`src/rtl/game_fsm.sv`:
```
// Game-flow controller: IDLE/PLAYING/FINISH sequencing, distance countdown and
// LFSR-driven spawning/retiring of one coin and one barrier lane for the compositor.
module game_fsm #(
  parameter logic [11:0] START_DISTANCE   = 12'd999,
  parameter int          FRAMES_PER_METER = 4,
  parameter int          SPAWN_PERIOD     = 64,
  parameter int          OBJECT_FRAMES    = 48
) (
  input  logic        i_clk,
  input  logic        i_rst_n,
  input  logic        i_start,
  input  logic        i_frame_tick,
  input  logic        i_coin_hit,
  input  logic        i_barrier_hit,
  input  logic        i_zero_lives,
  output logic [7:0]  o_current_state,
  output logic [11:0] o_remaining_distance,
  output logic [1:0]  o_active_coin,
  output logic [1:0]  o_active_barrier,
  output logic        o_win
);

  typedef enum logic [1:0] {
    S_IDLE    = 2'd0,
    S_PLAYING = 2'd1,
    S_FINISH  = 2'd2
  } state_t;

  localparam logic [15:0] FPM_LAST = 16'(FRAMES_PER_METER - 1);
  localparam logic [15:0] SP_LAST  = 16'(SPAWN_PERIOD - 1);
  localparam logic [15:0] SP_HALF  = 16'(SPAWN_PERIOD / 2);
  localparam logic [15:0] OBJ_LAST = 16'(OBJECT_FRAMES - 1);

  state_t      state_q, state_d;
  logic [3:0]  in_q, prev_q, ev_q, ev_d;   // {barrier_hit, coin_hit, frame, start}
  logic        zl_q;
  logic [15:0] lfsr_q, lfsr_d;
  logic [11:0] dist_q, dist_d;
  logic [15:0] meter_q, meter_d, spawn_q, spawn_d;
  logic [15:0] coin_life_q, coin_life_d, bar_life_q, bar_life_d;
  logic [1:0]  coin_q, coin_d, bar_q, bar_d;
  logic        win_q, win_d;

  logic        start_ev, frame_ev, coin_ev, bar_ev;
  logic [1:0]  bar_lane, coin_lane;
  logic        bar_clear, coin_clear;

  assign start_ev = ev_q[0];
  assign frame_ev = ev_q[1];
  assign coin_ev  = ev_q[2];
  assign bar_ev   = ev_q[3];
  assign ev_d     = in_q & ~prev_q;
  assign lfsr_d   = {lfsr_q[14:0], lfsr_q[15] ^ lfsr_q[13] ^ lfsr_q[12] ^ lfsr_q[10]};

  always_ff @(posedge i_clk or negedge i_rst_n) begin
    if (!i_rst_n) begin
      state_q     <= S_IDLE;
      in_q        <= '0;
      prev_q      <= '0;
      ev_q        <= '0;
      zl_q        <= 1'b0;
      lfsr_q      <= 16'hACE1;
      dist_q      <= START_DISTANCE;
      meter_q     <= '0;
      spawn_q     <= '0;
      coin_life_q <= '0;
      bar_life_q  <= '0;
      coin_q      <= 2'b00;
      bar_q       <= 2'b00;
      win_q       <= 1'b0;
    end else begin
      state_q     <= state_d;
      in_q        <= {i_barrier_hit, i_coin_hit, i_frame_tick, i_start};
      prev_q      <= in_q;
      ev_q        <= ev_d;
      zl_q        <= i_zero_lives;
      lfsr_q      <= lfsr_d;
      dist_q      <= dist_d;
      meter_q     <= meter_d;
      spawn_q     <= spawn_d;
      coin_life_q <= coin_life_d;
      bar_life_q  <= bar_life_d;
      coin_q      <= coin_d;
      bar_q       <= bar_d;
      win_q       <= win_d;
    end
  end

  always_comb begin
    state_d = state_q;
    case (state_q)
      S_IDLE:    if (start_ev) state_d = S_PLAYING;
      S_PLAYING: if (zl_q || dist_q == 12'd0) state_d = S_FINISH;
      S_FINISH:  if (start_ev) state_d = S_IDLE;
      default:   state_d = S_IDLE;
    endcase
  end

  // Coin lane is nudged off the barrier lane so the two never overlap.
  always_comb begin
    bar_lane  = (lfsr_q[1:0] == 2'b00) ? 2'b10 : lfsr_q[1:0];
    coin_lane = bar_lane;
    if (bar_q != 2'b00 && bar_lane == bar_q) begin
      case (bar_lane)
        2'b01:   coin_lane = 2'b10;
        2'b10:   coin_lane = 2'b11;
        default: coin_lane = 2'b01;
      endcase
    end
  end

  always_comb begin
    dist_d      = dist_q;
    meter_d     = meter_q;
    spawn_d     = spawn_q;
    coin_life_d = coin_life_q;
    bar_life_d  = bar_life_q;
    coin_d      = coin_q;
    bar_d       = bar_q;
    win_d       = win_q;
    bar_clear   = bar_ev  || (frame_ev && bar_q  != 2'b00 && bar_life_q  == OBJ_LAST);
    coin_clear  = coin_ev || (frame_ev && coin_q != 2'b00 && coin_life_q == OBJ_LAST);
    case (state_q)
      S_IDLE: begin
        win_d = 1'b0;
        if (state_d == S_PLAYING) begin
          dist_d      = START_DISTANCE;
          meter_d     = '0;
          spawn_d     = '0;
          coin_life_d = '0;
          bar_life_d  = '0;
          coin_d      = 2'b00;
          bar_d       = 2'b00;
        end
      end
      S_PLAYING: begin
        if (state_d == S_FINISH) begin
          coin_d = 2'b00;
          bar_d  = 2'b00;
          win_d  = ~zl_q;
        end else begin
          if (frame_ev) begin
            if (meter_q == FPM_LAST) begin
              meter_d = '0;
              if (dist_q != 12'd0) dist_d = dist_q - 12'd1;
            end else begin
              meter_d = meter_q + 16'd1;
            end
            spawn_d = (spawn_q == SP_LAST) ? 16'd0 : spawn_q + 16'd1;
            if (bar_q  != 2'b00) bar_life_d  = bar_life_q + 16'd1;
            if (coin_q != 2'b00) coin_life_d = coin_life_q + 16'd1;
          end
          // A clear in the same cycle suppresses the spawn; nothing is deferred.
          if (bar_clear) begin
            bar_d = 2'b00;
          end else if (frame_ev && spawn_q == 16'd0 && bar_q == 2'b00) begin
            bar_d      = bar_lane;
            bar_life_d = '0;
          end
          if (coin_clear) begin
            coin_d = 2'b00;
          end else if (frame_ev && spawn_q == SP_HALF && coin_q == 2'b00) begin
            coin_d      = coin_lane;
            coin_life_d = '0;
          end
        end
      end
      S_FINISH: begin
        coin_d = 2'b00;
        bar_d  = 2'b00;
        if (state_d == S_IDLE) win_d = 1'b0;
      end
      default: begin
        coin_d = 2'b00;
        bar_d  = 2'b00;
        win_d  = 1'b0;
      end
    endcase
  end

  assign o_current_state      = {6'b000000, state_q};
  assign o_remaining_distance = dist_q;
  assign o_active_coin        = coin_q;
  assign o_active_barrier     = bar_q;
  assign o_win                = win_q;

endmodule

```
`config.mk`:
```
export PLATFORM = sky130hd
export DESIGN_NAME = game_fsm
export DESIGN_NICKNAME = d
export VERILOG_FILES = /design/src/rtl/game_fsm.sv
export SDC_FILE = /design/constraint.sdc
export NUM_CORES = 1
export LEC_CHECK = 0
export ABC_AREA = 1
export CAP_MARGIN = 30
export CORE_MARGIN = 2
export CORE_UTILIZATION = 60
export CTS_BUF_LIST = sky130_fd_sc_hd__clkbuf_8
export DETAILED_ROUTE_END_ITERATION = 8
export GPL_ROUTABILITY_DRIVEN = 0
export PLACE_DENSITY = 0.89
export SYNTH_ARGS = -nofsm -noshare
export SYNTH_HDL_FRONTEND = slang
export SYNTH_SLANG_ARGS = --single-unit
export TNS_END_PERCENT = 20
```
`constraint.sdc`:
```
create_clock -name i_clk -period 3.6 [get_ports i_clk]
set_input_delay 1.08 -clock i_clk [delete_from_list [all_inputs] [get_ports i_clk]]
set_output_delay 1.08 -clock i_clk [all_outputs]
set_load 0.01 [all_outputs]
```
Word level (Yosys, flattened, before mapping)
Index checks and enable logic that the tools add are counted.
{"block": "totals", "latchBits": 0, "rom_bits": 0, "mem_bits_rw": 0, "word_cells": 121, "n_memories": 0, "in_bits": 7, "regBits": 112, "output_inout_bits": 25}
{"block": "classes", "n_div": 0, "n_reduce_logical": 29, "eq_ne": 21, "n_lt_le_gt_ge": 0, "shift": 0, "bitwise": 6, "mux": 46, "add_sub_neg": 5, "n_mul": 0}
{"cell": "$mux 16", "n": 17}
{"cell": "$pmux 16 s2", "n": 4}
{"cell": "$add 16x1->16 const B", "n": 4}
{"cell": "$eq 16x6->1 const B", "n": 4}
{"cell": "$mux 12", "n": 5}
{"cell": "$mux 2", "n": 12}
{"cell": "$pmux 12 s2", "n": 1}
{"cell": "$eq 16x2->1 const B", "n": 1}
{"cell": "$logic_not 16->1", "n": 1}
{"cell": "$ne 2x2->1 const B", "n": 7}
{"cell": "$logic_not 12->1", "n": 1}
{"cell": "$pmux 2 s2", "n": 3}
{"cell": "$reduce_bool 12->1", "n": 1}
{"cell": "$sub 12x1->12 const B", "n": 1}
{"cell": "$logic_not 2->1", "n": 5}
{"cell": "$logic_and 1x1->1", "n": 9}
{"cell": "$ne 4x4->1 const B", "n": 2}
{"cell": "$eq 2x1->1 const B", "n": 3}
{"cell": "$eq 2x2->1 const B", "n": 3}
{"cell": "$pmux 2 s3", "n": 1}
{"cell": "$reduce_and 2->1", "n": 3}
{"cell": "$reduce_and 6->1", "n": 1}
{"cell": "$reduce_bool 2->1", "n": 3}
{"cell": "$and 4x4->4", "n": 1}
{"cell": "9 further kinds", "n": 14}

Logic depth before layout (Yosys ltp)
{"block": "logic_depth", "ltp_word": 9, "mapped_depth": 13, "depth_no_buf": 12}

Least setup slack after synthesis
OpenSTA, ideal clock, no wires.
{"block": "synth_path", "kind": "register -> register", "start": "reg dist_q[0], in the netlist o_remaining_distance[0]", "end": "reg coin_life_q[10]", "arrival_ps": 1688, "stages_incl_launch_ff": 12, "required_time_ps": 3484, "path_buffers": 1, "synth_period_minus_slack_ps": 1804, "setup_ps": 116, "slack_ps": 1796, "path_cell_list": "dfstp_2 > inv_1 > ha_1 > nand2_2 > nor2_4 > nand2_1 > nand2_2 > nand2_4 > inv_2 > a21oi_2 > buf_4 > nor2_1"}
{"block": "synth_via", "elab_chain_len": 7, "word_cells_on_any_way": 9, "cone_classes": "eq/ne: 4; mux: 2; reduce/logical: 3"}
{"item": "from (decl)", "line": "38", "source": "logic [11:0] dist_q, dist_d;"}
{"item": "from (signal assigned)", "line": "78", "source": "dist_q <= dist_d;"}
{"item": "$logic_not 12->1 (*)", "line": "93", "source": "S_PLAYING: if (zl_q || dist_q == 12'd0) state_d = S_FINISH;"}
{"item": "$logic_or 1x1->1 (*)", "line": "93"}
{"item": "$mux 2 (*)", "line": "93"}
{"item": "$pmux 2 s3 (*)", "line": "91", "source": "case (state_q)"}
{"item": "$eq 2x2->1 / $eq 2x1->1 (equally long branches)", "line": "137, 126"}
{"item": "$ne 2x2->1 (no line)"}
{"item": "$reduce_and 3->1 (no line) (*)"}
{"item": "to (signal assigned)", "line": "81", "source": "coin_life_q <= coin_life_d;"}
{"item": "to (decl)", "line": "40", "source": "logic [15:0] coin_life_q, coin_life_d, bar_life_q, bar_life_d;"}
Mark *: on every way between the ends. The rest lies on a longest branch, timed or not.
A chain may end at the register's enable or synchronous reset.

Worst setup path in the final report
{"block": "layout_path", "start": "reg dist_q[8], in the netlist o_remaining_distance[8]", "end": "out o_remaining_distance[8]"}
{"item": "to (decl)", "line": "17", "source": "output logic [11:0] o_remaining_distance,"}
No word-level cell between the ends.

==> results.sh <==
export IMPL_synth_common_cells="220 x nand2_1, 131 x nor2_1, 96 x dfrtp_1"
export IMPL_wire_per_inst_um=12.66
export IMPL_relSlewSlack=0.5104
export IMPL_p_leak_uw=0.003160
export IMPL_synth_area_top_cells="dfrtp_1 38%, nand2_1 13%, nor2_1 7.8%"
export IMPL_maxCapViolCount=0
export IMPL_yosys_area_top_type_share=0.3797
export IMPL_synthFlopType="dfrtp_1"
export IMPL_end_kind="output port"
export IMPL_grt_use_total=0.2410
export IMPL_slew_violations=0
export IMPL_setup_tns_ns=0
export IMPL_clk_path_buf_depth=2
export IMPL_synth_edff_count=0
export IMPL_grt_max_degree=60
export IMPL_yosysMostFrequentCell="nand2_1"
export IMPL_outcome="complete, no violations"
export IMPL_cts_hold_fix_buffers=0
export IMPL_start_util=0.6155
export IMPL_drc=0
export IMPL_cts_tree="done"
export IMPL_dp_slack_ns=1.111
export IMPL_finalCriticalPeriod_ns=2.616
export IMPL_dp_hpwl_mm=9.191
export IMPL_synth_area_um2=6326
export IMPL_ir_worst_vdd_uv=339.5
export IMPL_row_count=37
export IMPL_fin_cells=1023
export IMPL_path_class="flop to output port"
export IMPL_grt_overflow_total=0
export IMPL_cp_slowest_stage_delay_ns=0.60
export IMPL_min_path_type="flop to flop"
export IMPL_avgSynthCellArea_um2=7.339
export IMPL_drive_above_1_share=0.08230
export IMPL_core_area_um2=10280
export IMPL_synthCells=862
export IMPL_crit_chain="clkdlybuf4s50_1"
export IMPL_dieWidth_um=106.7
export IMPL_grt_first_pass_wirelength_mm=22.34
export IMPL_start_kind="flop"
export IMPL_grt_pass1_vias=5048
export IMPL_synth_seq_cells=112
export IMPL_cp_startpoint="o_remaining_distance[8]$_DFFE_PN1P_"
export IMPL_setup_ws_ns=0.9838
export IMPL_power_density_nw_per_um2=517.2
export IMPL_hold_viol=0
export IMPL_crit_arrival_ns=1.54
export IMPL_ys_types=41
export IMPL_hold_depth=0
export IMPL_port_buffers=25
export IMPL_place_inst=1007
export IMPL_diodes=0
export IMPL_num_nets_final=895
export IMPL_synth_largest_area_cell="dfrtp_1"
export IMPL_vias=5540
export IMPL_path_buf_inv=1
export IMPL_die_y_um=106.7
export IMPL_rsz0062_at_grt="no"
export IMPL_crit_path_max_fanout=6
export IMPL_detail_route_first_pass_iterations=5
export IMPL_cts_setup_buffers=0
export IMPL_setup_violations=0
export IMPL_r2r_setup_slack_ns=1.10
export IMPL_dieArea_um2=11380
export IMPL_cts_resized=0
export IMPL_cts_clk_slew_worst_paths_ns=0.09
export IMPL_antenna_found_initial=0
export IMPL_cts_buffers=9
export IMPL_fmax_mhz=382.2
export IMPL_yosysWarningCount=0
export IMPL_r2r_start="o_remaining_distance[0]$_DFFE_PN1P_"
export IMPL_required_ns=2.52
export IMPL_insertion_delay_ns=0.39
export IMPL_clock_skew_ns=0.01684
export IMPL_hp_start="lfsr_q[14]$_DFF_PN0_"
export IMPL_async_reset_ff_frac=1.000
export IMPL_cp_top_family="flip-flops"
export IMPL_drt_initial_drc_count=344
export IMPL_synth_seq_area_share=0.4462
export IMPL_clock_root_buffer="clkbuf_8"
export IMPL_area_delta_synth_final_pct=8.406
export IMPL_htree_num_levels=3
export IMPL_worst_slew_pin_slew_ns=0.7343
export IMPL_crit_slowest_cell="dfstp_2"
export IMPL_ff2ff_path_depth=10
export IMPL_routed_wl_mm=12.96
export IMPL_ioPinCount=32
export IMPL_rr_endpoint="o_remaining_distance[11]$_DFFE_PN0P_"
export IMPL_drtAntennaViolNets=0
export IMPL_holdPathEnd="lfsr_q[15]$_DFF_PN1_"
export IMPL_cts_sinks=112
export IMPL_period_share=0.7267
export IMPL_vias_per_cell=5.415
==> cell families (layout without fill, tap and decap cells) <==
| group | Yosys count | count (layout) | share of synthesized area |
|---|---|---|---|
| adder cells (fa/ha/maj) | 6 | 6 | 0.01187 |
| flip-flops | 112 | 112 | 0.4462 |
| other | 1 | 6 | 0.0005928 |
| AO/OA/AOI/OAI | 69 | 69 | 0.05736 |
| AND/OR/NAND/NOR | 526 | 526 | 0.3710 |
| XOR/XNOR | 19 | 19 | 0.02631 |
| buffers and inverters | 129 | 149 | 0.08663 |
==> state kept, by name, indices dropped and copies added, names as in the netlist <==
| register | flops |
|---|---|
| in_q | 4 |
| prev_q | 4 |
| spawn_q | 16 |
| lfsr_q | 16 |
| coin_life_q | 16 |
| o_active_barrier | 2 |
| ev_q | 4 |
| bar_life_q | 16 |
| meter_q | 16 |
| state_q | 2 |
| o_remaining_distance | 12 |
| zl_q | 1 |
| o_win | 1 |
| o_active_coin | 2 |
==> worst max path at each step <==
stage | to | slack, ns | depth (start not counted)
floorplan | coin_life_q[10]$_DFFE_PN0P_ | 1.80 | 11
global placement | o_remaining_distance[10]$_DFFE_PN0P_ | 1.17 | 10
detailed placement | o_remaining_distance[11]$_DFFE_PN0P_ | 1.11 | 10
CTS | o_remaining_distance[8] | 0.98 | 1
global route | o_remaining_distance[11]$_DFFE_PN0P_ | 0.82 | 11
finish | o_remaining_distance[8] | 0.98 | 1
==> per-layer routing <==
metal  track usage  wire [um]  up-vias
met5             0          0        -
met1        0.3078       5769     2578
li1              -          -     2788
met2        0.4108       6281      157
met4       0.08071        233        0
met3       0.04924        672       17
==> cell usage in the layout, fill, tap and decap left out, types with 2 or more instances in the layout <==
cell	instances
a21oi_2	2
a21oi_1	20
nand2_4	3
clkbuf_8	12
nand2_1	220
xnor2_1	4
or2_2	3
o21ai_1	15
nand2_2	2
buf_4	3
inv_2	8
nand3b_1	3
o21ai_0	28
nor2_1	131
nand3_1	91
clkdlybuf4s50_1	24
nor2_2	8
nand3_2	3
ha_1	6
dfrtp_1	96
or2_1	2
dfstp_2	16
conb_1	6
nor3_1	21
nand4_1	29
nor2_4	5
xor2_1	15
inv_1	97
==> report_power, final <==
group	internal [uW]	switching, uW	total [uW]
clock	375	418	792
sequential	1390	111	1510
combinational	389	859	1250
==> metrics by stage <==
stage / instance area (um^2) / power, uW / hold WS (ns) / utilization
2_1_floorplan: 6345 / 2461 / 0.3312 / -
4_1_cts: 6858 / 3555 / 0.3599 / 0.6673
6_report: 6858 / 3547 / 0.3588 / 0.6673
3_3_place_gp: 6648 / 2737 / 0.3352 / 0.6468
3_5_place_dp: 6648 / 2772 / 0.3364 / 0.6468
5_1_grt: 6858 / 3761 / 0.3698 / 0.6673
==> cell type report <==
class                      count  area [um^2]
sequential                   112         2823
multi-input combinational    626         2974
inverter                     105        397.9
fill                         887         3420
clock buffer                  12        165.2
timing repair buffer          28        282.8
tap                          136        170.2
clock inverter                 4        45.04
Note: power is estimated with default switching activity, not from simulation.
